**src/rtl/regmap_axil.sv**
```systemverilog
// regmap_axil: AXI4-Lite CSR block (RW, RO, trigger, W1C status); define REGMAP_AXIL_IRQ_EN for mask register and irq output
module regmap_axil #(
   parameter int ADDR_WIDTH = 4,
   parameter int DATA_WIDTH = 32,
   parameter int N_RW = 4,
   parameter int N_RO = 2
) (
   input  logic                         clk,
   input  logic                         rstn,
   input  logic [ADDR_WIDTH-1:0]        cbus_awaddr,
   input  logic                         cbus_awvalid,
   output logic                         cbus_awready,
   input  logic [DATA_WIDTH-1:0]        cbus_wdata,
   input  logic [DATA_WIDTH/8-1:0]      cbus_wstrb,
   input  logic                         cbus_wvalid,
   output logic                         cbus_wready,
   output logic [1:0]                   cbus_bresp,
   output logic                         cbus_bvalid,
   input  logic                         cbus_bready,
   input  logic [ADDR_WIDTH-1:0]        cbus_araddr,
   input  logic                         cbus_arvalid,
   output logic                         cbus_arready,
   output logic [DATA_WIDTH-1:0]        cbus_rdata,
   output logic [1:0]                   cbus_rresp,
   output logic                         cbus_rvalid,
   input  logic                         cbus_rready,
   output logic [N_RW*DATA_WIDTH-1:0]   rw_q,
   input  logic [N_RO*DATA_WIDTH-1:0]   ro_d,
   output logic [DATA_WIDTH-1:0]        trig_pulse,
`ifdef REGMAP_AXIL_IRQ_EN
   output logic                         irq,
`endif
   input  logic [DATA_WIDTH-1:0]        sts_set
);
   localparam int SB = DATA_WIDTH/8;
   localparam int A_TRIG_I = N_RW + N_RO;
   localparam logic [ADDR_WIDTH-1:0] A_RO = ADDR_WIDTH'(N_RW);
   localparam logic [ADDR_WIDTH-1:0] A_TRIG = ADDR_WIDTH'(A_TRIG_I);
   localparam logic [ADDR_WIDTH-1:0] A_STAT = ADDR_WIDTH'(A_TRIG_I + 1);
`ifdef REGMAP_AXIL_IRQ_EN
   localparam logic [ADDR_WIDTH-1:0] A_MASK = ADDR_WIDTH'(A_TRIG_I + 2);
`endif
   localparam logic [1:0] OKAY = 2'b00;
   localparam logic [1:0] SLVERR = 2'b10;

   if (A_TRIG_I + 3 > 2**ADDR_WIDTH) begin : g_addr_check
      $error("regmap_axil: register map does not fit in ADDR_WIDTH");
   end
   if (DATA_WIDTH % 8 != 0) begin : g_width_check
      $error("regmap_axil: DATA_WIDTH must be a multiple of 8");
   end

   logic                  aw_full, w_full, commit, wr_ok;
   logic [ADDR_WIDTH-1:0] aw_addr;
   logic [DATA_WIDTH-1:0] w_data, smask, wm, clr, status, rd_data;
   logic [SB-1:0]         w_strb;
   logic [1:0]            rd_resp;
   logic [DATA_WIDTH-1:0] rw [N_RW];
`ifdef REGMAP_AXIL_IRQ_EN
   logic [DATA_WIDTH-1:0] mask;
`endif

   assign cbus_awready = !aw_full && !cbus_bvalid;
   assign cbus_wready  = !w_full && !cbus_bvalid;
   assign cbus_arready = !cbus_rvalid;
   assign commit = aw_full && w_full;
   assign wm = w_data & smask;
   assign clr = (commit && aw_addr == A_STAT) ? wm : '0;
`ifdef REGMAP_AXIL_IRQ_EN
   assign wr_ok = aw_addr < A_RO || aw_addr == A_TRIG || aw_addr == A_STAT || aw_addr == A_MASK;
`else
   assign wr_ok = aw_addr < A_RO || aw_addr == A_TRIG || aw_addr == A_STAT;
`endif

   genvar i;
   for (i = 0; i < SB; i++) begin : g_smask
      assign smask[i*8 +: 8] = {8{w_strb[i]}};
   end
   for (i = 0; i < N_RW; i++) begin : g_rwq
      assign rw_q[i*DATA_WIDTH +: DATA_WIDTH] = rw[i];
   end

   // read address decode: value and response the AR handshake will capture
   always_comb begin
      rd_data = '0;
      rd_resp = SLVERR;
      for (int k = 0; k < N_RW; k++)
         if (cbus_araddr == ADDR_WIDTH'(k)) begin
            rd_data = rw[k];
            rd_resp = OKAY;
         end
      for (int k = 0; k < N_RO; k++)
         if (cbus_araddr == ADDR_WIDTH'(N_RW + k)) begin
            rd_data = ro_d[k*DATA_WIDTH +: DATA_WIDTH];
            rd_resp = OKAY;
         end
      if (cbus_araddr == A_TRIG) rd_resp = OKAY;
      if (cbus_araddr == A_STAT) begin
         rd_data = status;
         rd_resp = OKAY;
      end
`ifdef REGMAP_AXIL_IRQ_EN
      if (cbus_araddr == A_MASK) begin
         rd_data = mask;
         rd_resp = OKAY;
      end
`endif
   end

   // write channel: independent AW/W buffers, commit when both full, then B response
   always_ff @(posedge clk or negedge rstn) begin
      if (!rstn) begin
         aw_full <= 1'b0;
         aw_addr <= '0;
         w_full <= 1'b0;
         w_data <= '0;
         w_strb <= '0;
         cbus_bvalid <= 1'b0;
         cbus_bresp <= OKAY;
      end else begin
         if (cbus_awvalid && cbus_awready) begin
            aw_full <= 1'b1;
            aw_addr <= cbus_awaddr;
         end else if (commit) aw_full <= 1'b0;
         if (cbus_wvalid && cbus_wready) begin
            w_full <= 1'b1;
            w_data <= cbus_wdata;
            w_strb <= cbus_wstrb;
         end else if (commit) w_full <= 1'b0;
         if (commit) begin
            cbus_bvalid <= 1'b1;
            cbus_bresp <= wr_ok ? OKAY : SLVERR;
         end else if (cbus_bvalid && cbus_bready) cbus_bvalid <= 1'b0;
      end
   end

   // register file: strobed RW updates, trigger pulse, W1C status where set wins
   always_ff @(posedge clk or negedge rstn) begin
      if (!rstn) begin
         for (int k = 0; k < N_RW; k++) rw[k] <= '0;
         status <= '0;
         trig_pulse <= '0;
`ifdef REGMAP_AXIL_IRQ_EN
         mask <= '0;
`endif
      end else begin
         for (int k = 0; k < N_RW; k++)
            if (commit && aw_addr == ADDR_WIDTH'(k)) rw[k] <= (rw[k] & ~smask) | wm;
         status <= (status & ~clr) | sts_set;
         trig_pulse <= (commit && aw_addr == A_TRIG) ? wm : '0;
`ifdef REGMAP_AXIL_IRQ_EN
         if (commit && aw_addr == A_MASK) mask <= (mask & ~smask) | wm;
`endif
      end
   end

   // read channel: capture decoded value at AR handshake, hold until R handshake
   always_ff @(posedge clk or negedge rstn) begin
      if (!rstn) begin
         cbus_rvalid <= 1'b0;
         cbus_rdata <= '0;
         cbus_rresp <= OKAY;
      end else if (cbus_arvalid && cbus_arready) begin
         cbus_rvalid <= 1'b1;
         cbus_rdata <= rd_data;
         cbus_rresp <= rd_resp;
      end else if (cbus_rvalid && cbus_rready) cbus_rvalid <= 1'b0;
   end

`ifdef REGMAP_AXIL_IRQ_EN
   // interrupt: any unmasked status bit, one cycle behind status/mask
   always_ff @(posedge clk or negedge rstn) begin
      if (!rstn) irq <= 1'b0;
      else irq <= |(status & mask);
   end
`endif
endmodule
```
**config.mk**
```make
export PLATFORM = sky130hd
export DESIGN_NAME = regmap_axil
export DESIGN_NICKNAME = d
export VERILOG_FILES = /design/src/rtl/regmap_axil.sv
export SDC_FILE = /design/constraint.sdc
export NUM_CORES = 1
export LEC_CHECK = 0
export CAP_MARGIN = 20
export CORE_MARGIN = 2
export CORE_UTILIZATION = 50
export DETAILED_ROUTE_END_ITERATION = 10
export DONT_BUFFER_PORTS = 1
export GPL_ROUTABILITY_DRIVEN = 0
export GPL_TIMING_DRIVEN = 1
export HOLD_SLACK_MARGIN = 0.1
export PLACE_DENSITY = 0.7
export SETUP_SLACK_MARGIN = 0.5
export SLEW_MARGIN = 20
export SYNTH_ARGS = -nofsm -noshare
export SYNTH_HDL_FRONTEND = slang
export SYNTH_SLANG_ARGS = --single-unit
```
**constraint.sdc**
```tcl
create_clock -name clk -period 3.77 [get_ports clk]
set_clock_uncertainty 0.1 [all_clocks]
set_input_delay 0.377 -clock clk [delete_from_list [all_inputs] [get_ports clk]]
set_output_delay 0.377 -clock clk [all_outputs]
set_load 0.02 [all_outputs]
```
==> impl_metrics.ini <==
[cells_and_area]
antenna_cells = 0
drive_gt1_frac = 0.2498
instances_no_fill = 1380
final_util = 0.6050
fin_nets = 1187
multiInputGateArea_um2 = 4888
nFillCells = 1845
syn2layout_area_growth_pct = 18.91
regArea_um2 = 6756

[global_route]
antenna_found_initial = 0
grt_pass1_vias = 8920
grt_pass1_wl_um = 53900
grt-ovfl-total = 0
grt_usage = 0.2881
grt_max_degree = 271

[outcome]
outcome = finished, violations left
violations = hold timing

[worst_setup_path]
ff2ff_path_depth = 4
worstSetupPathType = in2reg
crit_fanout = 54
cp.required_ns = 4.14
worstSetupStartpointType = input pin
arrival_ns = 3.16
r2r-start = aw_addr[2]
ff2ff_setup_slack_ns = 1.10
worstSetupEndpointType = flip-flop

[yosys]
synth_top_cell_by_area = dfrtp_1
synthCells = 953
synth-simple-area-share = 0.08414
ys_seq_area_frac = 0.5658
synth-xor-area-share = 0
synth_cell_types = 46
synth-compound-area-share = 0.1056
synth_area_um2 = 11940
synth_top_family_by_area = multiplexers
ys_warn_count = 0
synth_top_area_share = 0.5658
synthAdderAreaFrac = 0
synth_seq_cells = 270
yosys-top-cells-area = dfrtp_1 57%, mux2_2 17%, mux2i_1 4.4%
syn_area_per_cell_um2 = 12.53
synth_mux_area_frac = 0.2180

[timing]
worst_hold_slack_ns = -0.5576
slew_violations = 0
post-route-min-period_ns = 2.782
worstMarginPinSlew_ns = 1.116
max_freq_mhz = 359.4
rsz0062_at_grt = false
finalSetupViolCount = 0
timing.setup.tns_ns = 0
period_share = 0.7380
final_hold_viol_count = 270
timing.slew.headroom = 0.2559

[placed_design]
port_buffers = 0
dp_hpwl_um = 23150
dp_cells = 1222

[power_and_ir_drop]
ir_drop_mv = 0.3888
p_leak_nw = 6.421
power.density_nw_per_um2 = 723.8

[routing]
viasPerCell = 6.133
firstDrtPassIters = 5
wl_per_cell_um = 26.74
drc_errors = 0
ant_nets = 0
vias = 8463
drt-initial-drc-count = 584
route.final.wire_length_um = 36900

[clocking]
clk_pin_slew_ns = 0.06
cts_root_buffer = clkbuf_16
clk_latency_ns = 0.53
cts_tree = done
ctsResizeCount = 0
cts_hold_buf = 106
clock-sinks = 270
cts_made_buffers = 29
cts_setup_buffers = 0
h-tree-depth = 1
clockBufferDepth = 3

[floorplanning]
ios = 348
core_um2 = 23470
start_util = 0.5087
rows = 56
dieArea_um2 = 25130
die_y_um = 158.5
die_w_um = 158.5

[hold_path]
hold_class = in2async

[run]
cap_violations = 0
## synth_stat cells (all sizes together)
library cell  instances
a32o                 10
nor3b                 1
and2                  3
and3                 32
a2111oi               2
nand3b                1
nand2                84
inv                   8
o2bb2ai               1
nand4b                1
a22oi                 1
a211oi               10
or3b                  2
nor3                 15
nand4bb               1
a21oi                34
nand2b               14
nor2                 29
o31ai                10
clkbuf               34
o21bai                1
mux2                185
nor2b                 2
o31a                  1
o32ai                 1
a21o                 35
o21ai                29
o21a                 11
mux2i                52
or3                   1
and3b                 1
a21boi                1
nor4                  4
dfrtp               270
buf                  25
conb                  1
a221o                 1
o22ai                39
## report_power, final
group / switching, mW / internal (mW) / leakage, nW
Clock: 1.15 / 1.77 / 0.489
Combinational: 0.655 / 0.993 / 2.49
Sequential: 1.99 / 3.72 / 3.45
Total: 3.80 / 6.48 / 6.42
## cell families (layout without fill, tap and decap cells)
| logic type | after synthesis | after routing |
|---|---|---|
| mux | 237 | 237 |
| simple gates | 191 | 191 |
| compound gates | 187 | 187 |
| other cells | 1 | 2 |
| flops | 270 | 270 |
| buf+inv | 67 | 174 |
## per-layer routing
metal  vias to the layer above  track usage  wire length, µm
li1                       3629            -                -
met1                      4336       0.3546            14670
met2                       427       0.4886            18090
met3                        71      0.08438             3163
met4                         0      0.09481              972
met5                         -            0                0
## final cells by class
cell class / instances / area share
clock buffers: 40 / 0.05965
clock inverters: 12 / 0.01040
inverters: 8 / 0.002115
multi-input cells: 617 / 0.3443
flip-flops and latches: 270 / 0.4758
well taps: 319 / 0.02811
repair buffers: 114 / 0.07965
## how the worst max path moves through the flow
stage                     cells past startpoint            end      startpoint
final                                         6  cbus_rdata[9]  cbus_araddr[2]
after global routing                          6  cbus_rdata[9]  cbus_araddr[2]
after CTS                                     4      flip-flop      aw_addr[2]
after detailed placement                      4      flip-flop      aw_addr[2]
after global placement                        4      flip-flop      aw_addr[2]
after floorplan                               5     w_data[15]     cbus_bvalid
## worst max-delay path, cell delays in order
cell and delay, ns:
dlygate4sd3_1 1.25, o22ai_1 0.13, dlygate4sd3_1 0.62, nand2_1 0.09
a32o_1 0.14, dlygate4sd3_1 0.54
## cell usage in the layout (no fill, tap or decap), types with 10 or more instances in the layout
| master | instances |
|---|---|
| o21a_1 | 11 |
| clkbuf_16 | 29 |
| nand2_1 | 76 |
| mux2i_1 | 52 |
| a21o_1 | 35 |
| nand2b_1 | 13 |
| dfrtp_1 | 270 |
| a21oi_1 | 34 |
| o22ai_1 | 39 |
| mux2_2 | 183 |
| o21ai_0 | 29 |
| a32o_1 | 10 |
| dlygate4sd3_1 | 105 |
| and3_1 | 32 |
| nor3_1 | 15 |
| nor2_1 | 27 |
| a211oi_1 | 10 |
## metrics by stage
step	hold slack (ns)	worst slack (ns)	instance area [µm²]	total power, mW
3_3_place_gp	-0.009910	1.141	12130	7.143
4_1_cts	-0.5781	1.055	14200	10.29
5_1_grt	-0.5851	0.9662	14200	10.70
6_report	-0.5576	0.9877	14200	10.28
3_5_place_dp	-0.009993	1.079	12130	7.235
2_1_floorplan	-0.01859	1.810	11950	6.530
No activity file was read; power rests on OpenSTA's default activity.
